[src/rtl/sync_fifo_wr_arb_pkg.sv]
`default_nettype none
// ============================================================================
// Module      : sync_fifo_wr_arb_pkg
// Description : Shared definitions for the sync_fifo write-port arbiter.
//               Holds the arbiter state encoding and the helpers that size
//               the owner index and the beat counter.
// Revision    : 1.0 - initial release
// ============================================================================
package sync_fifo_wr_arb_pkg;

  // Arbiter states. The encoding is fixed so that busy is simply the state bit.
  typedef enum logic {
    ST_IDLE  = 1'b0,
    ST_BURST = 1'b1
  } arb_state_e;

  // Width of a requester index. A single requester still gets one bit so
  // that no zero-width vectors appear anywhere.
  function automatic int id_width(input int n);
    return (n <= 1) ? 1 : $clog2(n);
  endfunction

  // Width of the beat counter. It has to hold MAX_BURST itself, because the
  // counter is bumped on the beat that forces the release.
  function automatic int cnt_width(input int max_burst);
    return $clog2(max_burst + 1);
  endfunction

endpackage : sync_fifo_wr_arb_pkg
`default_nettype wire

[src/rtl/sync_fifo_wr_arb_rr_pick.sv]
`default_nettype none
// ============================================================================
// Module      : rr_pick
// Description : Combinational round-robin selector. Scans the request vector
//               starting just after the previous winner and returns the first
//               requester found, wrapping modulo NUM_REQ.
// Ports       : req_i          - request vector, one bit per requester
//               last_winner_i  - index of the previous winner
//               pick_o         - index of the selected requester
//               any_valid_o    - at least one request is present
// Revision    : 1.0 - initial release
// ============================================================================
module rr_pick #(
  parameter int NUM_REQ = 4,
  parameter int ID_W    = 2
) (
  input  logic [NUM_REQ-1:0] req_i,
  input  logic [ID_W-1:0]    last_winner_i,
  output logic [ID_W-1:0]    pick_o,
  output logic               any_valid_o
);

  int w_idx;

  // Walk the candidates from furthest to nearest so that the last hit, which
  // is the one closest after last_winner, is the one that sticks.
  always_comb begin
    pick_o      = '0;
    any_valid_o = 1'b0;
    w_idx       = 0;
    for (int k = NUM_REQ; k >= 1; k--) begin
      w_idx = (int'(last_winner_i) + k) % NUM_REQ;
      if (req_i[w_idx[ID_W-1:0]]) begin
        pick_o      = w_idx[ID_W-1:0];
        any_valid_o = 1'b1;
      end
    end
  end

endmodule : rr_pick
`default_nettype wire

[src/rtl/sync_fifo_wr_arb.sv]
`default_nettype none
// ============================================================================
// Module      : sync_fifo_wr_arb
// Description : Round-robin burst arbiter sharing the single write port of
//               sync_fifo among NUM_REQ requesters. The winning requester keeps
//               the grant for a whole burst (up to MAX_BURST beats). A beat is
//               only accepted while the FIFO has room beyond the write already
//               in flight, so fifo_wren never lands on a full FIFO.
// Ports       : clk, rst          - clock (rising edge), async active-high reset
//               req_valid/last    - per-requester beat valid / last beat
//               req_data          - flattened beats, requester i at
//                                   [i*FIFO_DATA +: FIFO_DATA]
//               req_ready         - beat accepted this cycle (one-hot or 0)
//               fifo_room_avail   - free entries reported by sync_fifo
//               fifo_wren/wdata   - registered write port into sync_fifo
//               grant_id          - current / most recent owner
//               busy              - high while a burst is owned
// Revision    : 1.0 - initial release
// ============================================================================
module sync_fifo_wr_arb
  import sync_fifo_wr_arb_pkg::*;
#(
  parameter int NUM_REQ   = 4,
  parameter int FIFO_DATA = 32,
  parameter int FIFO_PTR  = 4,
  parameter int MAX_BURST = 8
) (
  input  logic                            clk,
  input  logic                            rst,
  input  logic [NUM_REQ-1:0]              req_valid,
  input  logic [NUM_REQ-1:0]              req_last,
  input  logic [NUM_REQ*FIFO_DATA-1:0]    req_data,
  output logic [NUM_REQ-1:0]              req_ready,
  input  logic [FIFO_PTR:0]               fifo_room_avail,
  output logic                            fifo_wren,
  output logic [FIFO_DATA-1:0]            fifo_wdata,
  output logic [id_width(NUM_REQ)-1:0]    grant_id,
  output logic                            busy
);

  localparam int ID_W  = id_width(NUM_REQ);
  localparam int CNT_W = cnt_width(MAX_BURST);

  // --------------------------------------------------------------------------
  // State
  // --------------------------------------------------------------------------
  arb_state_e            state_q,       state_d;
  logic [ID_W-1:0]       grant_id_q,    grant_id_d;     // doubles as the owner
  logic [ID_W-1:0]       last_winner_q, last_winner_d;
  logic [CNT_W-1:0]      beat_cnt_q,    beat_cnt_d;
  logic                  fifo_wren_q,   fifo_wren_d;
  logic [FIFO_DATA-1:0]  fifo_wdata_q,  fifo_wdata_d;

  // --------------------------------------------------------------------------
  // Per-requester views of the flattened data bus
  // --------------------------------------------------------------------------
  logic [FIFO_DATA-1:0]  w_req_data [NUM_REQ];

  for (genvar gi = 0; gi < NUM_REQ; gi++) begin : g_unpack
    assign w_req_data[gi] = req_data[gi*FIFO_DATA +: FIFO_DATA];
  end

  // --------------------------------------------------------------------------
  // Round-robin selection
  // --------------------------------------------------------------------------
  logic [ID_W-1:0] w_pick;
  logic            w_any_valid;

  rr_pick #(
    .NUM_REQ (NUM_REQ),
    .ID_W    (ID_W)
  ) u_rr_pick (
    .req_i         (req_valid),
    .last_winner_i (last_winner_q),
    .pick_o        (w_pick),
    .any_valid_o   (w_any_valid)
  );

  // --------------------------------------------------------------------------
  // Owner signals and flow control
  // --------------------------------------------------------------------------
  logic                 w_owner_valid;
  logic                 w_owner_last;
  logic [FIFO_DATA-1:0] w_owner_data;
  logic                 w_space_ok;
  logic                 w_accept;
  logic                 w_burst_full;

  assign w_owner_valid = req_valid[grant_id_q];
  assign w_owner_last  = req_last[grant_id_q];
  assign w_owner_data  = w_req_data[grant_id_q];

  // room_avail does not yet account for the registered write still in flight,
  // so one extra free slot is required while fifo_wren is high.
  assign w_space_ok    = fifo_room_avail > {{FIFO_PTR{1'b0}}, fifo_wren_q};

  // The beat being accepted now is the last one this grant may carry.
  assign w_burst_full  = (beat_cnt_q == CNT_W'(MAX_BURST - 1));

  // --------------------------------------------------------------------------
  // Next-state / output logic
  // --------------------------------------------------------------------------
  always_comb begin
    state_d       = state_q;
    grant_id_d    = grant_id_q;
    last_winner_d = last_winner_q;
    beat_cnt_d    = beat_cnt_q;
    fifo_wren_d   = 1'b0;
    fifo_wdata_d  = fifo_wdata_q;
    req_ready     = '0;
    w_accept      = 1'b0;

    case (state_q)
      ST_IDLE: begin
        // Arbitration costs one bubble cycle: no beat is taken in IDLE.
        if (w_any_valid) begin
          grant_id_d = w_pick;
          beat_cnt_d = '0;
          state_d    = ST_BURST;
        end
      end

      ST_BURST: begin
        req_ready[grant_id_q] = w_owner_valid & w_space_ok;
        w_accept              = w_owner_valid & w_space_ok;

        if (w_accept) begin
          fifo_wren_d  = 1'b1;
          fifo_wdata_d = w_owner_data;
          beat_cnt_d   = beat_cnt_q + CNT_W'(1);
          if (w_owner_last || w_burst_full) begin
            last_winner_d = grant_id_q;
            state_d       = ST_IDLE;
          end
        end else if (!w_owner_valid) begin
          // Owner walked away mid-burst: release without writing anything.
          last_winner_d = grant_id_q;
          state_d       = ST_IDLE;
        end
        // Valid but no space: hold the grant and stall.
      end

      default: begin
        state_d = ST_IDLE;
      end
    endcase
  end

  // --------------------------------------------------------------------------
  // Registers
  // --------------------------------------------------------------------------
  always_ff @(posedge clk or posedge rst) begin
    if (rst) begin
      state_q       <= ST_IDLE;
      grant_id_q    <= '0;
      // Starting from the highest index makes requester 0 the first winner.
      last_winner_q <= ID_W'(NUM_REQ - 1);
      beat_cnt_q    <= '0;
      fifo_wren_q   <= 1'b0;
      fifo_wdata_q  <= '0;
    end else begin
      state_q       <= state_d;
      grant_id_q    <= grant_id_d;
      last_winner_q <= last_winner_d;
      beat_cnt_q    <= beat_cnt_d;
      fifo_wren_q   <= fifo_wren_d;
      fifo_wdata_q  <= fifo_wdata_d;
    end
  end

  assign fifo_wren  = fifo_wren_q;
  assign fifo_wdata = fifo_wdata_q;
  assign grant_id   = grant_id_q;
  assign busy       = (state_q == ST_BURST);

endmodule : sync_fifo_wr_arb
`default_nettype wire

[config.mk]
export PLATFORM = sky130hd
export DESIGN_NAME = sync_fifo_wr_arb
export DESIGN_NICKNAME = d
export VERILOG_FILES = /design/src/rtl/sync_fifo_wr_arb_pkg.sv /design/src/rtl/sync_fifo_wr_arb_rr_pick.sv /design/src/rtl/sync_fifo_wr_arb.sv
export SDC_FILE = /design/constraint.sdc
export NUM_CORES = 1
export LEC_CHECK = 0
export ABC_AREA = 1
export ABC_CLOCK_PERIOD_IN_PS = 1800
export BUFFER_PORTS_ARGS = -buffer_cell sky130_fd_sc_hd__buf_2
export CAP_MARGIN = 20
export CORE_MARGIN = 4
export CORE_UTILIZATION = 42
export CTS_CLUSTER_SIZE = 14
export DETAILED_ROUTE_END_ITERATION = 7
export GPL_TIMING_DRIVEN = 0
export PLACE_DENSITY = 0.85
export SLEW_MARGIN = 20
export SYNTH_ARGS = -nofsm -noshare
export SYNTH_HDL_FRONTEND = slang
export SYNTH_HIERARCHICAL = 1
export SYNTH_SLANG_ARGS = --single-unit
[constraint.sdc]
create_clock -name clk -period 1.8 [get_ports clk]
set_clock_uncertainty 0.1 [all_clocks]
set_input_delay 0.09 -clock clk [delete_from_list [all_inputs] [get_ports clk]]
set_output_delay 0.09 -clock clk [all_outputs]
set_load 0.1 [all_outputs]
==> impl_results.md, run 1 <==
- Result of the run: finished, violations left
- Violated checks: negative setup slack
- Worst slack after detailed placement: -0.3298 ns
- Routed via count: 3782
- Number of max-cap violations: 0
- Leading cell type in the layout, fill and taps excluded: sky130_fd_sc_hd__buf_2
- FFs w/ async S/R, synth: 100.0%
- Worst Path Max Fanout: 5
- Highest achievable clock rate: approximately 470 MHz
- Detailed-routing iteration count for the pre-antenna-repair pass: 6
- Classification of the worst setup path: reg2out
- End point of the critical path: req_ready[1]
- Number of enable-type register cells in the synthesized netlist: 0
- Clock latency at the later pin of the worst-skew pair: roughly 0.3 ns
- Library cells used by synthesis: 23
- Main flop type after synthesis: sky130_fd_sc_hd__dfrtp_1
- Number of antenna violations at the first check in global routing: 0
- Worst reg2reg path startpoint: fifo_wren
- Hold/Removal Path Class: in2reg
- Wire length of the first global-routing pass: 16390 um
- Highest-count cells in the layout ignoring fill and taps: sky130_fd_sc_hd__buf_2, sky130_fd_sc_hd__nand2_1, sky130_fd_sc_hd__nand3_1
- Cell Count Post-Placement: a little under 700
- Final Net Count: ~790
- WP data required: 1.61 ns
- Die Wd: slightly below 90 um
- Synth Area per Inst: ~6.6 um^2
- Warnings, synthesis: 6
- CTS buffer count: 5
- Setup slack of the most critical reg-to-reg path: -0.15 ns
- Per-cell routed wire length: between 15 and 20 um
- Deepest level of the CTS H-tree: 2
- Crit Reg-Reg Endpoint: fifo_wdata[14]
- Launching element type of the critical path: flop
- Critical Path, Cell by Cell: ha_4 > inv_2 > nand2_2 > nand3_2 > nand2_2 > inv_2 > nand2_4 > buf_8 > buf_12 > nor3_4 > buf_12
- Pwr dens: 2215 nW/um^2
- CP Launch Point: fifo_wren
- Standard cell core area: 6350 um^2
- Sequential area share after synthesis: 38.38%
- Final-layout fill cell count: ~500
- Largest net degree at the start of global routing: 23
- Area enclosed by the die boundary: a little under 8000 um^2
- Post-synthesis cell count: between 400 and 500
- Gr usage total: a little over a quarter
- CTS tree: done
- Average via count per standard cell: 5.202
- Area of the mapped netlist: approximately 2700 um^2
- Hold violation total from the final report: 0
- Fraction of final layout cells sized beyond drive strength 1: a little over two fifths
- Sort of element at the end of the critical path: primary output
- Library cell contributing the largest single delay on the critical path: sky130_fd_sc_hd__dfrtp_4
- Top area cells in the synthesized netlist: sky130_fd_sc_hd__dfrtp_1, sky130_fd_sc_hd__nand2_1, sky130_fd_sc_hd__nand3_1
- Number of global-route vias before repair: between 3000 and 4000
- Post-DP HPWL: 7747 um
- Worst EP arrival: 1.95 ns
- Row cnt: 29
- Antenna-violating nets left: 0
- Library cell occupying the most area in the post-synthesis netlist: sky130_fd_sc_hd__dfrtp_1
- Stage delay of the slowest cell on the critical path: 0.50 ns
- Setup WS post-layout: -0.3389 ns
- Final Total Pwr: 10.33 mW
- Starting density of the core: ~43%
- Post-Syn Nets: between 500 and 600
- Unrepaired setup endpoints after global routing: yes
- Buffer cell driving the clock tree root: sky130_fd_sc_hd__clkbuf_8
- Top-level I/O count: 183
- Worst-path clk slew: around 0.080 ns
- Min cycle time layout: 2.139 ns
- Violation count after the first detailed-route iteration: 168
- Share of the clock period used by the worst path: 118.8%
- Number of pins exceeding their max-slew limit in the final report: 0
- Top-area cell type share of the netlist area: ~36%
- Clock sinks: 42
- Gr ovfl total: 0
- Final Non-Filler Cells: roughly 730
- Port buffer count: 182
- Number of synthesized register bits: 42
- Area delta synth->final: 69.92%
- Ant. Diodes: 0
- Count of cells along the worst register-to-register path: 13
- Height of the chip: 88.85 um
- Worst Max-Slew Pin Slew: 0.5199 ns
- CTS Buffer Depth: 2
- Leakage: between 2 and 3 nW
- Aggregate routed wire length: 11120 um
- Worst slew margin: around 65%
- DRC violation count after routing: 0
- Final estimated routing congestion in global placement: roughly 0.78
- Largest voltage drop on the vdd net: 1.904 mV
- Final setup violation count: 40
==> timing repair <==
action	in CTS	in global routing
endpoints found under the hold margin	50	0
pin swaps	4	9
cloned	0	5
setup endpoints to repair	33	42
buffers inserted	3	3
gates resized for setup	24	44
hold buffers	33	0
==> worst min path at each step <==
stage	cells after the start	start	slack, ns	endpoint
3_5_place_dp	2	rst	0.06	fifo_wren
2_1_floorplan	2	req_data[96]	0.16	fifo_wdata[0]
4_1_cts	5	req_data[51]	0.03	fifo_wdata[19]
5_1_grt	5	req_data[51]	0.04	fifo_wdata[19]
6_report	5	req_data[51]	0.04	fifo_wdata[19]
3_3_place_gp	3	req_data[65]	0.26	fifo_wdata[1]
==> worst max-delay path: cells and delay by family (launching register included) <==
family,cells,cell delay (ns)
buf+inv,5,0.56
flops,1,0.50
simple gates,5,0.35
fa+ha+maj,1,0.24
==> stage by stage <==
step | area, um^2 | hold slack, ns | util [%] | setup TNS [ns]
2_1_floorplan | 2803 | 0.1649 | - | -2.758
3_3_place_gp | 3810 | 0.2558 | 60.00 | -2.069
3_5_place_dp | 3837 | 0.05730 | 60.43 | -2.211
4_1_cts | 4380 | 0.03183 | 68.99 | -3.080
5_1_grt | 4664 | 0.04400 | 73.46 | -8.026
6_report | 4664 | 0.03511 | 73.46 | -5.321
==> layer usage <==
layer	track usage, %	routed length, um
met1	30.78	4215
met2	47.50	5800
met3	6.704	891
met4	9.753	214
met5	0	0
==> registers in the layout, indices dropped and copies added (netlist names) <==
register and count:
last_winner_q 2, fifo_wdata 32, beat_cnt_q 4, grant_id 2, fifo_wren 1, busy 1
==> where the power goes <==
part	leakage [nW]	internal, mW	switching, mW
clock	0.0514	0.414	0.338
combinational	1.97	2.25	5.63
sequential	0.522	1.42	0.287
total	2.55	4.08	6.25
==> cell type report <==
class                           count  area [um^2]  area share [%]
Buffer                             23        206.4           4.426
Clock buffer                        6        72.57           1.556
Clock inverter                      2        37.54          0.8047
Inverter                           18        82.58           1.770
Multi-Input combinational cell    332         1592           34.12
Sequential cell                    42         1066           22.85
Tap cell                           77        96.34           2.065
Timing Repair Buffer              227         1511           32.40
==> cell usage after synthesis, types with 2 or more instances <==
master	instances
sky130_fd_sc_hd__nand2_1	191
sky130_fd_sc_hd__nand3_1	47
sky130_fd_sc_hd__dfrtp_1	40
sky130_fd_sc_hd__a21oi_1	34
sky130_fd_sc_hd__o21ai_1	32
sky130_fd_sc_hd__inv_1	14
sky130_fd_sc_hd__buf_2	10
sky130_fd_sc_hd__nor2_1	9
sky130_fd_sc_hd__buf_6	5
sky130_fd_sc_hd__buf_4	4
sky130_fd_sc_hd__clkbuf_1	4
sky130_fd_sc_hd__nand2_2	4
sky130_fd_sc_hd__nor2_2	4
sky130_fd_sc_hd__inv_2	3
sky130_fd_sc_hd__nor3_2	3
sky130_fd_sc_hd__dfstp_2	2
sky130_fd_sc_hd__ha_1	2
sky130_fd_sc_hd__or2_2	2
==> logic make-up (layout without fill, tap and decap cells) <==
family / after synthesis / count (layout) / share of synthesized area (%)
AO/OA/AOI/OAI: 68 / 68 / 12.53
XOR/XNOR: 1 / 1 / 0.3191
buffers and inverters: 41 / 276 / 8.250
AND/OR/NAND/NOR: 261 / 261 / 39.61
flip-flops: 42 / 42 / 38.38
adder cells (fa/ha/maj): 2 / 2 / 0.9114
No activity file was read; power rests on OpenSTA's default activity.
==> run 2: changes to the inputs <==
--- a/config.mk
+++ b/config.mk
@@ -5,7 +5,6 @@
 export SDC_FILE = /design/constraint.sdc
 export NUM_CORES = 1
 export LEC_CHECK = 0
-export ABC_AREA = 1
 export ABC_CLOCK_PERIOD_IN_PS = 1800
 export BUFFER_PORTS_ARGS = -buffer_cell sky130_fd_sc_hd__buf_2
 export CAP_MARGIN = 20
@@ -14,7 +13,7 @@
 export CTS_CLUSTER_SIZE = 14
 export DETAILED_ROUTE_END_ITERATION = 7
 export GPL_TIMING_DRIVEN = 0
-export PLACE_DENSITY = 0.85
+export PLACE_DENSITY = 0.86
 export SLEW_MARGIN = 20
 export SYNTH_ARGS = -nofsm -noshare
 export SYNTH_HDL_FRONTEND = slang
==> run 2 against run 1 <==
Against the previous run: the flow still finishes with violations (negative setup slack); cell count is 38% lower; die area is 3.1% lower; sequential share of layout area is 2.3 points higher; final area is 9.0% lower; clock-buffer cell count is 1 lower; critical path type unchanged; largest cell class is now multi-input combinational cells.
==> impl_results.md, run 2 <==
- Result of the run: finished, violations left
- Violated checks: negative setup slack
- Non-Filler Cell Area, Final: 4243 um^2 (-9.0%)
- Aggregate routed wire length: 8306 um (-25%)
- Number of synthesized register bits: 42 (unchanged)
- Area enclosed by the die boundary: 7648 um^2 (-3.1%)
- CP Launch Point: grant_id[0]
- Setup WS post-layout: -0.2972 ns (+0.04168 ns)
- Final Non-Filler Cells: 452 (-38%)
- Met3 layer wire length in the routed design: 822 um (-7.7%)
- Gr usage total: 21.54% (-5.2 points)
- Largest net degree at the start of global routing: 27 (+17%)
- Number of max-cap violations: 0 (unchanged)
- Fraction of final layout cells sized beyond drive strength 1: 83.02% (+41 points)
- Final-layout fill cell count: 415 (-16%)
- Min cycle time layout: 2.097 ns (-0.04168 ns)
- Wire length of the first global-routing pass: 12590 um (-23%)
- CTS Buffer Depth: 2 (unchanged)
- Clock latency at the later pin of the worst-skew pair: 0.30 ns (about the same)
- Most used standard cells in the synthesized netlist: sky130_fd_sc_hd__dfrtp_1, sky130_fd_sc_hd__mux2_2, sky130_fd_sc_hd__mux4_2
- Worst Path Max Fanout: 3 (-2)
- Detailed-routing iteration count for the pre-antenna-repair pass: 4 (-2)
- Cell Count Post-Placement: 430 (-36%)
- Final estimated routing congestion in global placement: 0.7953 (+1.9%)
- FFs w/ async S/R, synth: 100.0% (unchanged)
- Worst-path clk slew: 0.09 ns (about the same)
- Most common cell in the netlist: sky130_fd_sc_hd__dfrtp_1
- Met2 routed WL: 4438 um (-23%)
- Stage delay of the slowest cell on the critical path: 0.55 ns (+0.05 ns)
- Hold/Removal Path Class: in2reg
- Footprint of the multi-input gates: 1682 um^2 (+5.7%)
- Critical path depth: 6 (-5)
- Leading cell type in the layout, fill and taps excluded: sky130_fd_sc_hd__buf_2
- Main flop type after synthesis: sky130_fd_sc_hd__dfrtp_1
- Library cell occupying the most area in the post-synthesis netlist: sky130_fd_sc_hd__dfrtp_1
- CTS tree: done
- Classification of the worst setup path: reg2out
- Sequential area share after synthesis: 39.74% (+1.4 points)
- Post-synthesis cell count: 172 (-59%)
- Area of the mapped netlist: 2651 um^2 (-3.4%)
- Origin of the worst min-delay path: req_data[67]
- Number of pins exceeding their max-slew limit in the final report: 0 (unchanged)
- Sort of element at the end of the critical path: primary output
- Worst EP arrival: 1.91 ns (-0.04 ns)
- Routed via count: 2417 (-36%)
- Top area cells in the synthesized netlist: sky130_fd_sc_hd__dfrtp_1, sky130_fd_sc_hd__mux4_2, sky130_fd_sc_hd__mux2_2
- WP data required: 1.61 ns (about the same)
- Register area: 1066 um^2 (unchanged)
- Worst hold path stage count: 3 (-2)
- Worst slew margin: 63.36% (-1.9 points)
- Unrepaired setup endpoints after global routing: yes
- Terminating pin of the worst hold path: fifo_wdata[3]
- Post-DP HPWL: 6394 um (-17%)
- Ant. Diodes: 0 (unchanged)
- Area delta synth->final: 60.03%
- Number of global-route vias before repair: 2774 (-22%)
- Critical Path, Cell by Cell: mux4_2 > o211ai_4 > buf_8 > inv_4 > and3_4 > buf_12
- M1 wire length: 2869 um (-32%)
- Row cnt: 28 (-3.4%)
- Top-level I/O count: 183 (unchanged)
- Number of enable-type register cells in the synthesized netlist: 0 (unchanged)
- Post-Syn Nets: 317 (-43%)
- Hold violation total from the final report: 0 (unchanged)
- Highest achievable clock rate: 476.8 MHz (+2.0%)
- Gr ovfl total: 0 (unchanged)
- Final Net Count: 521 (-34%)
- Average via count per standard cell: 5.347 (+2.8%)
- Worst slack after detailed placement: -0.4332 ns (-0.1034 ns)
- Port buffer count: 182 (unchanged)
- Launching element type of the critical path: flop
- Synth Area per Inst: 15.41 um^2 (+130%)
- Buffer cell driving the clock tree root: sky130_fd_sc_hd__clkbuf_8
- Family with the most delay on the worst path: multiplexers
- Die Wd: 87.45 um (-1.6%)
- Number of antenna violations at the first check in global routing: 0 (unchanged)
- Final setup violation count: 42 (+5.0%)
- Deepest level of the CTS H-tree: 2 (unchanged)
- Number of flip-flops under the largest register name: 32 (unchanged)
- Warnings, synthesis: 6 (unchanged)
- Clock sinks: 42 (unchanged)
- CTS buffer count: 5 (unchanged)
- Antenna-violating nets left: 0 (unchanged)
- Count of cells along the worst register-to-register path: 5 (-8)
- DRC violation count after routing: 0 (unchanged)
- Library cell contributing the largest single delay on the critical path: sky130_fd_sc_hd__mux4_2
- Crit Reg-Reg Endpoint: fifo_wdata[11]
- Worst reg2reg path startpoint: grant_id[0]
- Placed Instance Area: 3842 um^2 (+0.13%)
- Per-cell routed wire length: 18.38 um (+20%)
- Library cells used by synthesis: 34 (+48%)
- Share of the clock period used by the worst path: 116.5% (-2.3 points)
- Top-area cell type share of the netlist area: 37.75% (+1.3 points)
- Highest-count cells in the layout ignoring fill and taps: sky130_fd_sc_hd__buf_2, sky130_fd_sc_hd__dfrtp_1, sky130_fd_sc_hd__mux4_2
- Worst Max-Slew Pin Slew: 0.5496 ns (+0.02969 ns)
- Sum of buffers and inverters on the critical path: 3 (-2)
- Violation count after the first detailed-route iteration: 45 (-73%)
- Top layer reached by signal wires: met4
- Setup slack of the most critical reg-to-reg path: -0.25 ns (-0.10 ns)
- Starting density of the core: 44.00% (+0.77 points)
- Standard cell core area: 6026 um^2 (-5.1%)
- Height of the chip: 87.45 um (-1.6%)
run 2: per-stage QoR:
stage               hold WS, ns  TNS, ns  util, %
CTS                      0.1314   -8.351    69.00
global route             0.1337   -10.88    70.41
global placement         0.3852   -10.88    63.43
floorplan                0.2317   -16.87        -
detailed placement    -0.002398   -11.32    63.77
finish                   0.1357   -8.483    70.41
run 2: layer usage:
metal  vias up  global-route usage [%]
met1      1174                   21.86
met3        12                   5.109
met5         -                       0
met4         0                   9.344
li1       1088                       -
met2       143                   41.16
run 2: cell type report:
cell class,instances,area share (%)
Clock buffer,5,1.622
Clock inverter,3,0.9437
Multi-Input combinational cell,111,39.63
Sequential cell,42,25.13
Tap cell,75,2.212
Buffer,13,3.155
Timing Repair Buffer,198,26.81
Inverter,5,0.5013
run 2: worst max-delay path by stage:
stage | end | slack, ns
floorplan | req_ready[1] | -0.73
global placement | req_ready[3] | -0.41
CTS | req_ready[3] | -0.31
finish | req_ready[3] | -0.30
detailed placement | req_ready[3] | -0.43
global route | req_ready[3] | -0.36
run 2: worst min-delay path: cells and delay by family:
family,cells,cell delay [ns]
buffers and inverters,1,0.07
muxes,2,0.34
run 2: cells by family after synthesis:
kind of cell | synth area share [%]
mux | 44.55
compound gates | 4.248
buf+inv | 5.238
simple gates | 5.286
fa+ha+maj | 0.9437
flops | 39.74
run 2: repair_timing:
action | in CTS | in global routing
endpoints found under the hold margin | 16 | 0
setup buffers | 11 | 4
gates resized for setup | 36 | 13
hold buffers | 1 | 0
endpoints found under the setup margin | 43 | 42
pin swaps | 3 | 4
Power of run 2 is left out: the tool's default activity adds up to more than one toggle a clock period on the data nets, which glitch-free logic cannot reach.
==> run 3: changes to the inputs <==
--- a/config.mk
+++ b/config.mk
@@ -13,7 +13,7 @@
 export CTS_CLUSTER_SIZE = 14
 export DETAILED_ROUTE_END_ITERATION = 7
 export GPL_TIMING_DRIVEN = 0
-export PLACE_DENSITY = 0.86
+export PLACE_DENSITY = 0.83
 export SLEW_MARGIN = 20
 export SYNTH_ARGS = -nofsm -noshare
 export SYNTH_HDL_FRONTEND = slang
==> run 3 against run 2 <==
Against the previous run: the flow still finishes with violations (negative setup slack); maximum frequency shrank 1.2%; global-route usage down 0.91 points; via count is 1.5% lower; critical endpoint unchanged; largest cell class unchanged; highest routed layer unchanged.
==> impl_results.md, run 3 (synthesis gave the netlist of run 2 again) <==
- Worst Path Max Fanout: 4 (+1)
- Standard cell core area: 6026 um^2 (unchanged)
- Deepest level of the CTS H-tree: 2 (unchanged)
- Unrepaired setup endpoints after global routing: yes
- Average via count per standard cell: 5.289 (-1.1%)
- Number of max-cap violations: 0 (unchanged)
- Setup WS post-layout: -0.3229 ns (-0.02573 ns)
- CTS tree: done
- Launching element type of the critical path: flop
- Worst Max-Slew Pin Slew: 0.5899 ns (+0.04024 ns)
- Gr ovfl total: 0 (unchanged)
- Hold violation total from the final report: 0 (unchanged)
- Starting density of the core: 44.00% (unchanged)
- Min cycle time layout: 2.123 ns (+0.02573 ns)
- Non-Filler Cell Area, Final: 4198 um^2 (-1.1%)
- Area delta synth->final: 58.33%
- Cell Count Post-Placement: 430 (unchanged)
- Die Wd: 87.45 um (unchanged)
- Violation count after the first detailed-route iteration: 35 (-22%)
- Area enclosed by the die boundary: 7648 um^2 (unchanged)
- Antenna-violating nets left: 0 (unchanged)
- Final setup violation count: 41 (-2.4%)
- Number of flip-flops under the largest register name: 32 (unchanged)
- Result of the run: finished, violations left
- Aggregate routed wire length: 7970 um (-4.0%)
- Violated checks: negative setup slack
- Placed Instance Area: 3842 um^2 (unchanged)
- CTS Buffer Depth: 2 (unchanged)
- Number of antenna violations at the first check in global routing: 0 (unchanged)
- Gr usage total: 20.63% (-0.91 points)
- Clock latency at the later pin of the worst-skew pair: 0.30 ns (about the same)
- Buffer cell driving the clock tree root: sky130_fd_sc_hd__clkbuf_8
- Leading cell type in the layout, fill and taps excluded: sky130_fd_sc_hd__buf_2
- DRC violation count after routing: 0 (unchanged)
- Routed via count: 2380 (-1.5%)
- Final estimated routing congestion in global placement: 0.8076 (+1.5%)
- Number of pins exceeding their max-slew limit in the final report: 0 (unchanged)
- Worst EP arrival: 1.93 ns (+0.02 ns)
- Sort of element at the end of the critical path: primary output
- Detailed-routing iteration count for the pre-antenna-repair pass: 4 (unchanged)
- Worst slack after detailed placement: -0.4238 ns (+0.009351 ns)
- WP data required: 1.61 ns (about the same)
- CTS buffer count: 5 (unchanged)
- Highest achievable clock rate: 471.0 MHz (-1.2%)
- Height of the chip: 87.45 um (unchanged)
- Post-DP HPWL: 6265 um (-2.0%)
- Worst-path clk slew: 0.08 ns (about the same)
- Final-layout fill cell count: 461 (+11%)
- Final Net Count: 519 (-0.38%)
- Met1 demand-to-capacity share in global routing: 23.36% (+1.5 points)
- Per-cell routed wire length: 17.71 um (-3.6%)
- Clock sinks: 42 (unchanged)
- Wire length of the first global-routing pass: 12150 um (-3.5%)
- Port buffer count: 182 (unchanged)
- Worst slew margin: 60.68% (-2.7 points)
- Fraction of final layout cells sized beyond drive strength 1: 82.13% (-0.89 points)
- Classification of the worst setup path: reg2out
- Number of global-route vias before repair: 2574 (-7.2%)
- Row cnt: 28 (unchanged)
- Fin Hold WS: 0.1301 ns (-0.005603 ns)
- Grt peak-use layer: met2
- Highest-count cells in the layout ignoring fill and taps: sky130_fd_sc_hd__buf_2, sky130_fd_sc_hd__dfrtp_1, sky130_fd_sc_hd__mux4_2
- Share of the clock period used by the worst path: 117.9% (+1.4 points)
- Hold/Removal Path Class: in2reg
- Ant. Diodes: 0 (unchanged)
- Final Non-Filler Cells: 450 (-0.44%)
- Largest net degree at the start of global routing: 28 (+3.7%)
- GRT met3 Usage: 4.920% (-0.19 points)
- Met2 usage: 38.15% (-3.0 points)
- Top-level I/O count: 183 (unchanged)
==> run 3: cell count changes in the layout (fill, tap and decap cells not counted), moves of 2 or more <==
cell                       delta
sky130_fd_sc_hd__buf_12       +4
sky130_fd_sc_hd__buf_6        -4
sky130_fd_sc_hd__buf_8        -3
sky130_fd_sc_hd__clkbuf_1     +2
sky130_fd_sc_hd__clkinv_2     -2
sky130_fd_sc_hd__mux2_2       +2
sky130_fd_sc_hd__mux2_4       -2
==> run 3: what timing repair did <==
action                                  in CTS  in global routing
endpoints found under the hold margin       40                  0
gates resized for setup                     30                 18
buffers inserted                             8                  7
endpoints found under the setup margin      43                 42
hold buffers                                 1                  0
pin swaps                                    3                  2
==> run 3: through the flow <==
step / setup TNS (ns) / util, %
floorplan: -16.87 / -
global placement: -10.53 / 63.43
detailed placement: -10.84 / 63.77
CTS: -7.964 / 68.40
global route: -9.349 / 69.66
finish: -8.210 / 69.66
==> run 3: path summary, 6_finish.rpt <==
path	from	to	slack (ns)	cells past startpoint
max	grant_id[0]	req_ready[3]	-0.32	6
min	req_data[26]	fifo_wdata[26]	0.13	3
max reg2reg	grant_id[0]	fifo_wdata[19]	-0.27	6
min reg2reg	fifo_wdata[18]	fifo_wdata[18]	0.41	1
max in group asynchronous	rst	last_winner_q[0]	0.84	4
min in group asynchronous	rst	fifo_wdata[8]	0.22	3
==> run 3: final cells by class <==
type	instances	area [um^2]	share of cell area, %
plain buffers	12	143.9	3.428
clock buffers	7	76.32	1.818
clock inverters	1	30.03	0.7153
inverters	5	21.27	0.5067
multi-input cells	111	1644	39.17
flip-flops and latches	42	1066	25.39
well taps	75	93.84	2.235
repair buffers	197	1122	26.74
==> run 3: worst max-delay path, cell delays in order, from the launching register on <==
cell,delay (ns)
sky130_fd_sc_hd__dfrtp_4,0.43
sky130_fd_sc_hd__mux4_2,0.56
sky130_fd_sc_hd__o211ai_4,0.15
sky130_fd_sc_hd__buf_8,0.15
sky130_fd_sc_hd__inv_4,0.03
sky130_fd_sc_hd__and3_4,0.17
sky130_fd_sc_hd__buf_12,0.16
==> run 3: layer usage <==
layer	part of all wire (%)	routed length (um)
met1	37	2970
met2	52	4151
met3	9.6	766
met4	1.0	81
met5	0	0
Power of run 3 is left out for the same reason.
